`config.mk`:
```
export PLATFORM = sky130hd
export DESIGN_NAME = change_dispenser
export DESIGN_NICKNAME = d
export VERILOG_FILES = /design/src/rtl/change_dispenser.sv
export SDC_FILE = /design/constraint.sdc
export NUM_CORES = 1
export LEC_CHECK = 0
export ABC_AREA = 1
export CORE_UTILIZATION = 45
export CTS_CLUSTER_DIAMETER = 60
export CTS_CLUSTER_SIZE = 24
export DETAILED_ROUTE_END_ITERATION = 12
export PLACE_DENSITY = 0.72
export SETUP_SLACK_MARGIN = 0.3
export SLEW_MARGIN = 20
export SYNTH_ARGS = -nofsm -noshare
export SYNTH_HDL_FRONTEND = slang
export SYNTH_SLANG_ARGS = --single-unit
```
`constraint.sdc`:
```
create_clock -name clk_fast -period 2.2 [get_ports clk_fast]
set_input_delay 0.44 -clock clk_fast [delete_from_list [all_inputs] [get_ports clk_fast]]
set_output_delay 0.44 -clock clk_fast [all_outputs]
set_load 0.1 [all_outputs]
```
`src/rtl/change_dispenser.sv`:
```
// change_dispenser: greedy coin payout with a per-coin 4-phase hopper handshake.
// Optional inventory tracking is compiled in with `define CHANGE_INV_EN.
module change_dispenser #(
  parameter int AMT_W   = 12,
  parameter int TIMEOUT = 1023,
`ifdef CHANGE_INV_EN
  parameter int INV_W    = 8,
  parameter int INV_INIT = 20,
`endif
  parameter int CNT_W   = 8
) (
  input  logic             clk_fast,
  input  logic             rst_n,
  input  logic             start,
  input  logic [AMT_W-1:0] change_amt,
  input  logic             coin_ack,
`ifdef CHANGE_INV_EN
  input  logic             restock,
  output logic [3:0]       inv_low,
`endif
  output logic             dollar_out,
  output logic             quarter_out,
  output logic             dime_out,
  output logic             nickel_out,
  output logic             busy,
  output logic             done,
  output logic             error,
  output logic [AMT_W-1:0] remaining,
  output logic [CNT_W-1:0] coin_count
);

  localparam int TW = $clog2(TIMEOUT + 1);
  localparam logic [TW-1:0] TLIM = TW'(TIMEOUT - 1);

  typedef enum logic [2:0] {
    S_IDLE,
    S_SELECT,
    S_REQ,
    S_GAP,
    S_DONE
  } state_t;

  state_t           state_q, state_d;
  logic [3:0]       coin_q, coin_d;
  logic             busy_q, busy_d;
  logic             done_q, done_d;
  logic             error_q, error_d;
  logic [AMT_W-1:0] rem_q, rem_d;
  logic [CNT_W-1:0] cnt_q, cnt_d;
  logic [TW-1:0]    timer_q, timer_d;

  logic [3:0]       stock;
  logic [3:0]       can;
  logic [3:0]       pick;
  logic [AMT_W-1:0] dval;
  logic             bad_amt;
  logic             tmo;

`ifdef CHANGE_INV_EN
  logic [INV_W-1:0] inv_q [4];
  logic [INV_W-1:0] inv_d [4];

  // a denomination is usable only while its hopper still has coins
  always_comb begin
    for (int i = 0; i < 4; i++) begin
      stock[i] = (inv_q[i] != '0);
    end
  end

  assign inv_low = ~stock;
`else
  assign stock = 4'hF;
`endif

  assign bad_amt = (change_amt % AMT_W'(5)) != '0;
  assign tmo     = (timer_q == TLIM);

  assign can[3] = stock[3] && (rem_q >= AMT_W'(100));
  assign can[2] = stock[2] && (rem_q >= AMT_W'(25));
  assign can[1] = stock[1] && (rem_q >= AMT_W'(10));
  assign can[0] = stock[0] && (rem_q >= AMT_W'(5));

  // greedy choice: largest usable coin not exceeding what is owed
  always_comb begin
    pick = 4'b0000;
    priority case (1'b1)
      can[3]:  pick = 4'b1000;
      can[2]:  pick = 4'b0100;
      can[1]:  pick = 4'b0010;
      can[0]:  pick = 4'b0001;
      default: pick = 4'b0000;
    endcase
  end

  // value of the coin currently being released
  always_comb begin
    dval = '0;
    unique case (1'b1)
      coin_q[3]: dval = AMT_W'(100);
      coin_q[2]: dval = AMT_W'(25);
      coin_q[1]: dval = AMT_W'(10);
      coin_q[0]: dval = AMT_W'(5);
      default:   dval = '0;
    endcase
  end

  // next-state and next-output logic for the payout sequencer
  always_comb begin
    state_d = state_q;
    coin_d  = coin_q;
    busy_d  = busy_q;
    done_d  = 1'b0;
    error_d = error_q;
    rem_d   = rem_q;
    cnt_d   = cnt_q;
    timer_d = timer_q;
`ifdef CHANGE_INV_EN
    inv_d   = inv_q;
`endif
    unique case (state_q)
      S_IDLE: begin
`ifdef CHANGE_INV_EN
        if (restock) begin
          for (int i = 0; i < 4; i++) begin
            inv_d[i] = INV_W'(INV_INIT);
          end
        end
`endif
        if (start) begin
          rem_d = change_amt;
          if (bad_amt) begin
            error_d = 1'b1;
          end else begin
            cnt_d   = '0;
            error_d = 1'b0;
            busy_d  = 1'b1;
            timer_d = '0;
            state_d = S_SELECT;
          end
        end
      end
      S_SELECT: begin
        timer_d = '0;
        if (rem_q == '0) begin
          done_d  = 1'b1;
          busy_d  = 1'b0;
          state_d = S_DONE;
        end else if (pick != 4'b0000) begin
          coin_d  = pick;
          state_d = S_REQ;
        end else begin
          error_d = 1'b1;
          busy_d  = 1'b0;
          state_d = S_IDLE;
        end
      end
      S_REQ: begin
        if (coin_ack) begin
          coin_d  = 4'b0000;
          rem_d   = rem_q - dval;
          timer_d = '0;
          state_d = S_GAP;
          if (cnt_q != '1) begin
            cnt_d = cnt_q + CNT_W'(1);
          end
`ifdef CHANGE_INV_EN
          for (int i = 0; i < 4; i++) begin
            if (coin_q[i]) begin
              inv_d[i] = inv_q[i] - INV_W'(1);
            end
          end
`endif
        end else if (tmo) begin
          coin_d  = 4'b0000;
          error_d = 1'b1;
          busy_d  = 1'b0;
          timer_d = '0;
          state_d = S_IDLE;
        end else begin
          timer_d = timer_q + TW'(1);
        end
      end
      S_GAP: begin
        if (!coin_ack) begin
          timer_d = '0;
          state_d = S_SELECT;
        end else if (tmo) begin
          error_d = 1'b1;
          busy_d  = 1'b0;
          timer_d = '0;
          state_d = S_IDLE;
        end else begin
          timer_d = timer_q + TW'(1);
        end
      end
      S_DONE: begin
        state_d = S_IDLE;
      end
      default: begin
        coin_d  = 4'b0000;
        busy_d  = 1'b0;
        state_d = S_IDLE;
      end
    endcase
  end

  // state and registered outputs; reset abandons any payout in flight
  always_ff @(posedge clk_fast or negedge rst_n) begin
    if (!rst_n) begin
      state_q <= S_IDLE;
      coin_q  <= 4'b0000;
      busy_q  <= 1'b0;
      done_q  <= 1'b0;
      error_q <= 1'b0;
      rem_q   <= '0;
      cnt_q   <= '0;
      timer_q <= '0;
    end else begin
      state_q <= state_d;
      coin_q  <= coin_d;
      busy_q  <= busy_d;
      done_q  <= done_d;
      error_q <= error_d;
      rem_q   <= rem_d;
      cnt_q   <= cnt_d;
      timer_q <= timer_d;
    end
  end

`ifdef CHANGE_INV_EN
  // per-denomination coin stock, refilled by reset or restock
  always_ff @(posedge clk_fast or negedge rst_n) begin
    if (!rst_n) begin
      for (int i = 0; i < 4; i++) begin
        inv_q[i] <= INV_W'(INV_INIT);
      end
    end else begin
      for (int i = 0; i < 4; i++) begin
        inv_q[i] <= inv_d[i];
      end
    end
  end
`endif

  assign dollar_out  = coin_q[3];
  assign quarter_out = coin_q[2];
  assign dime_out    = coin_q[1];
  assign nickel_out  = coin_q[0];
  assign busy        = busy_q;
  assign done        = done_q;
  assign error       = error_q;
  assign remaining   = rem_q;
  assign coin_count  = cnt_q;

endmodule
```
==> key figures, run 1 <==
STA
  • RSZ-0062 raised after global routing: true
  • Final period utilization: 1.87
  • Final hold vios: 0
  • Slew Limit Fails: 0
  • Worst Tran Pin Value: 0.579 ns
  • Final setup violation count: 29
  • Relative slew margins: 0.613
  • Fin crit period: 4.12 ns
  • Final setup margin: -1.92 ns
  • Achievable Freq: 243 MHz
  • Setup Skew: 0.0117 ns

Die
  • Die area: 8320 um^2
  • Ports: 43
  • Core ar.: 7730 um^2
  • Core Rows: 32
  • DIE HEIGHT: 91.2 um
  • Die X: 91.2 um
  • Starting Density: 0.464

CTS
  • CTS max path bufs: 2
  • Clock tree sinks: 40
  • Cts bufs inserted: 5
  • Root buf cell: clkbuf_8
  • Clk Latency, worst-skew pair: 0.30 ns
  • H-tree depth: 2
  • Cts hold-fix bufs: 0
  • CTS tree: yes
  • Clock-pin slew on the worst setup and hold paths: 0.08 ns

Synth
  • Largest cells by area after synthesis: dfrtp_1 (28%), nand2_1 (12%), inv_1 (8.2%)
  • Top-count cell post-synth: nand2_1
  • Yosys reg bits: 40
  • Post-synth EDFFs: 0
  • Cell Area, Synth: 3580 um^2
  • Most frequent cells after synthesis: nand2_1 (117), inv_1 (78), nor2_1 (50)
  • Synth Flop Type: dfrtp_1
  • Async set-reset flop share out of synthesis: 1.00
  • Mean Syn Cell Area: 6.71 um^2
  • Post-synth cell types: 48
  • Area leader, netlist: dfrtp_1
  • Synth top area share: 0.279
  • Seq/Total Area, Yosys: 0.279
  • Cell count after synthesis: 534
  • Syn nets: 561
  • Ys Warns: 0

Placed design
  • DP Cell Count: 734
  • DP HPWL: 6.95 mm
  • Pre-CTS setup slack: -2.57 ns
  • # port buffers: 42
  • GP Congestion: 0.881

Final layout
  • Filler-free cell count of the finished design: 775
  • Multi-input gate area: 2750 um^2
  • FF+latch area: 1030 um^2
  • Share of cells above drive strength 1: 0.455
  • Filler cells: 554
  • Ant. Diodes: 0
  • Area Overhead vs Synth: 54.5%
  • Final #Nets: 699

Critical path
  • Worst path slowest cell: o21ai_4
  • Crit path DAT: 4.29 ns
  • Crit-path most repeated cell: nand2_4
  • CP max stage delay: 0.19 ns
  • CP Class: in -> reg
  • CP Max Fanout: 8
  • Crit path required time: 2.38 ns
  • Worst setup EP type: register
  • Worst path bufs/invs: 7
  • Startpoint Class: input port
  • Top Family by Delay on Critical Path: simple AND/OR/NAND/NOR gates

GRT
  • GRT Residual Overflow: 0
  • Pin count of the biggest net entering global routing: 22
  • Initial antenna violation count: 0
  • Total global-route track usage: 0.251
  • First-pass GRT wire length: 17.2 mm
  • Number of global-route vias before repair: 3,823

Power and ir drop
  • Worst VDD drop: 0.696 mV
  • Pwr/cell area: 1500 nW/um^2
  • Pwr Total: 8320 uW
  • Leak: 0.00274 uW

Routing
  • Iter 0 DRT Violations: 181
  • DR vias/cell: 5.32
  • DR vias: 4,125
  • Routed Antenna Nets: 0
  • Residual DRC: 0
  • Drt total wl: 11.0 mm
  • Routed len/inst: 14.2 um
  • Drt pass-1 iters: 5

Outcome
  • Failing checks: setup timing
  • Status: finished with violations

Flow run
  • Max-Cap Viols: 0

Hold path
  • Hold/Removal Path Class: in -> async
[cell families (layout without fill, tap and decap cells)]
kind of cell,count (synthesis),in the layout,synth area share
AND/OR/NAND/NOR,305,306,0.415
AO/OA/AOI/OAI,72,72,0.135
multiplexers,1,1,0.00279
XOR/XNOR,9,9,0.0220
adder cells (fa/ha/maj),11,11,0.0405
flip-flops,40,40,0.279
buffers and inverters,96,234,0.106
[where the power goes]
| group | switching [uW] | total, uW | internal, uW |
|---|---|---|---|
| Combinational | 4030 | 6520 | 2490 |
| Sequential | 233 | 1190 | 959 |
| Clock | 270 | 607 | 337 |
[registers in the layout (all words and copies together) (netlist names)]
name        flops
done            1
remaining      12
timer_q        10
error           1
coin_count      8
coin_q          4
busy            1
state_q         3
[repair_timing]
item	4_1_cts	5_1_grt
endpoints found under the setup margin	37	38
gates cloned	3	0
pin swaps	45	58
resized for setup	75	76
setup buffers	23	7
[layout make-up]
| cell class | instances | share of cell area |
|---|---|---|
| clock inverter | 2 | 0.00633 |
| multi-input combinational | 399 | 0.497 |
| sequential | 40 | 0.186 |
| timing repair buffer | 140 | 0.212 |
| inverter | 86 | 0.0628 |
| clock buffer | 6 | 0.0131 |
| tap | 102 | 0.0231 |
[placed cells by master, fill, tap and decap left out, drive strengths merged, types with 2 or more instances in the layout]
cell type and instances:
o31ai 2, nor3 16, nand2 162, o22ai 3, buf 128, nand4 16, o22a 2, o211ai 8
dfrtp 40, a31oi 5, clkdlybuf4s50 10, o221ai 3, xor2 7, nor4 2, nor2 51, clkinv 2
nand3 51, ha 10, inv 85, o21ai 26, clkbuf 7, xnor2 2, or2 5, a21oi 14
o2111ai 3
[per-layer routing]
layer | share of wire | vias to the layer above | GRT usage
li1 | - | 2031 | -
met1 | 0.41 | 1942 | 0.308
met2 | 0.53 | 135 | 0.461
met3 | 0.047 | 17 | 0.0394
met4 | 0.014 | 0 | 0.0556
met5 | 0 | - | 0
[path summary, 6_finish.rpt]
path | depth (start not counted) | slack, ns | end | startpoint
setup / recovery | 46 | -1.92 | coin_count[6] | change_amt[9]
hold / removal | 1 | 0.09 | coin_q[2] | rst_n
setup reg to reg | 14 | -0.45 | remaining[10] | coin_q[0]
hold reg to reg | 2 | 0.48 | busy | busy
max in group asynchronous | 2 | 1.62 | coin_q[3] | rst_n
min in group clk_fast | 2 | 0.48 | busy | busy
[stage by stage]
| stage | utilization | TNS [ns] | hold WS (ns) | area (um^2) |
|---|---|---|---|---|
| 6_report | 0.716 | -42.16 | 0.0943 | 5540 |
| 2_1_floorplan | - | -31.64 | 0.144 | 3700 |
| 5_1_grt | 0.716 | -49.75 | 0.129 | 5540 |
| 3_5_place_dp | 0.599 | -55.03 | 0.424 | 4630 |
| 3_3_place_gp | 0.599 | -51.05 | 0.423 | 4630 |
| 4_1_cts | 0.668 | -39.30 | 0.109 | 5160 |
Note: power is estimated with default switching activity, not from simulation.
==> inputs of run 2 (changes only) <==
- HOLD_SLACK_MARGIN: default -> 0.12
- PLACE_DENSITY: 0.72 -> 0.7
- clock period: 2.2 -> 3.9 ns (I/O delays scaled with it)
==> key figures, run 2 (same netlist as run 1, synthesis figures left out) <==
Power and ir drop
  • Leak: 0.00239 uW
  • Pint: 1540 uW
  • Power share of the combinational group: 0.744
  • Net Sw Frac: 0.588
  • Worst VDD drop: 0.386 mV
  • Flop pwr share: 0.178
  • Pwr/cell area: 769 nW/um^2
  • Psw: 2200 uW
  • Clock power share: 0.078

Critical path
  • CP Max Fanout: 6
  • Worst setup EP type: register
  • Reg2Reg Depth: 10
  • Crit path DAT: 4.61 ns
  • CP Class: in -> reg
  • Startpoint Class: input port
  • Reg2reg start: state_q[2]
  • Crit-path most repeated cell: nand2_4
  • Worst path slowest cell: a21oi_4
  • Crit path required time: 4.08 ns
  • Critical R2R Capture: remaining[3]
  • CP max stage delay: 0.24 ns
  • FF-to-FF setup slack: 1.17 ns

Final layout
  • Flip-flop count of the largest register after layout: 12
  • Ant. Diodes: 0
  • Most common cell after layout, fill and taps aside: nand2_1
  • Share of cells above drive strength 1: 0.289
  • Commonest cells after routing, fill and taps aside: nand2_1 (92), inv_1 (72), nor2_1 (50)
  • Final #Nets: 641
  • Area Overhead vs Synth: 35.8%

STA
  • Final hold vios: 0
  • RSZ-0062 raised after global routing: true
  • Fin crit period: 4.43 ns
  • Setup Skew: 0.00717 ns
  • Final period utilization: 1.14
  • Final setup violation count: 21
  • Slew Limit Fails: 0
  • TNS Setup: -10.46 ns
  • Achievable Freq: 226 MHz
  • Final setup margin: -0.532 ns
  • Worst Tran Pin Value: 0.993 ns
  • Relative slew margins: 0.336

Flow run
  • Max-Cap Viols: 0

GRT
  • Pin count of the biggest net entering global routing: 41
  • First-pass GRT wire length: 15.9 mm
  • Number of global-route vias before repair: 3,609
  • GRT Residual Overflow: 0
  • Initial antenna violation count: 0
  • Total global-route track usage: 0.232

Die
  • Starting Density: 0.464
  • Ports: 43
  • Core Rows: 32
  • DIE HEIGHT: 91.2 um
  • Die area: 8320 um^2
  • Core ar.: 7730 um^2
  • Die X: 91.2 um

Outcome
  • Failing checks: setup timing
  • Status: finished with violations

CTS
  • Cts hold-fix bufs: 0
  • Clock tree sinks: 40
  • H-tree depth: 2
  • Clk Latency, worst-skew pair: 0.29 ns
  • Cts bufs inserted: 5
  • CTS max path bufs: 2
  • CTS tree: yes
  • Root buf cell: clkbuf_8
  • Clock-pin slew on the worst setup and hold paths: 0.07 ns

Hold path
  • WHS Path Cells: 2
  • Hold EP: busy
  • Hold/Removal Path Class: reg -> reg
  • Min-Delay Startpoint: busy

Placed design
  • GP Congestion: 0.845
  • DP HPWL: 6.56 mm
  • Pre-CTS setup slack: -1.21 ns
  • # port buffers: 42

Routing
  • Routed len/inst: 13.1 um
  • Routed Antenna Nets: 0
  • DR vias: 3,813
  • Drt total wl: 9.42 mm
  • Iter 0 DRT Violations: 168
  • Drt pass-1 iters: 4
  • DR vias/cell: 5.32
  • Residual DRC: 0
run 2: cell type report:
cell class,count,area [um^2]
repair buffers,82,721
inverters,86,350
flip-flops and latches,40,1000
clock buffers,6,82.6
clock inverters,2,10.0
fillers,671,2860
well taps,102,128
multi-input cells,399,2570
run 2: power groups by stage:
stage	clock network, uW	registers, uW	logic, uW
global route	319	683	3040
detailed placement	0	667	2440
global placement	0	667	2410
CTS	296	661	2560
floorplan	0	1270	1310
finish	292	665	2780
run 2: through the flow:
stage	hold WS, ns	power (uW)	area (um^2)	instances	utilization
global route	0.525	4040	4860	717	0.630
floorplan	0.468	2580	3640	534	-
detailed placement	0.485	3110	4320	693	0.559
finish	0.498	3740	4860	717	0.630
CTS	0.503	3520	4610	711	0.596
global placement	0.477	3070	4320	693	0.559
run 2: worst max-delay path by stage:
stage | end | from | cells past startpoint | slack, ns
finish | timer_q[7] | change_amt[9] | 40 | -0.53
global route | timer_q[6] | change_amt[9] | 44 | -0.80
floorplan | timer_q[7] | change_amt[9] | 45 | -0.11
detailed placement | timer_q[0] | change_amt[10] | 42 | -1.21
global placement | timer_q[0] | change_amt[11] | 40 | -1.05
CTS | timer_q[7] | change_amt[9] | 46 | -0.42
run 2: what timing repair did:
action                                  in CTS  in global routing
pin swaps                                   28                 36
resized for setup                           49                 51
buffers inserted                             9                  5
cloned                                       1                  1
endpoints found under the setup margin      21                 21
run 2: per-layer routing:
| layer | vias up | wire length (um) | track usage |
|---|---|---|---|
| met4 | 0 | 155 | 0.0714 |
| met3 | 13 | 479 | 0.0528 |
| li1 | 1920 | - | - |
| met5 | - | 0 | 0 |
| met2 | 76 | 4680 | 0.406 |
| met1 | 1804 | 4110 | 0.281 |
run 2: worst max-delay path, delay by kind of cell:
kind / cells / cell delay [ns]
compound gates: 1 / 0.24
simple gates: 31 / 2.80
buf+inv: 7 / 0.53
xor+xnor: 1 / 0.24
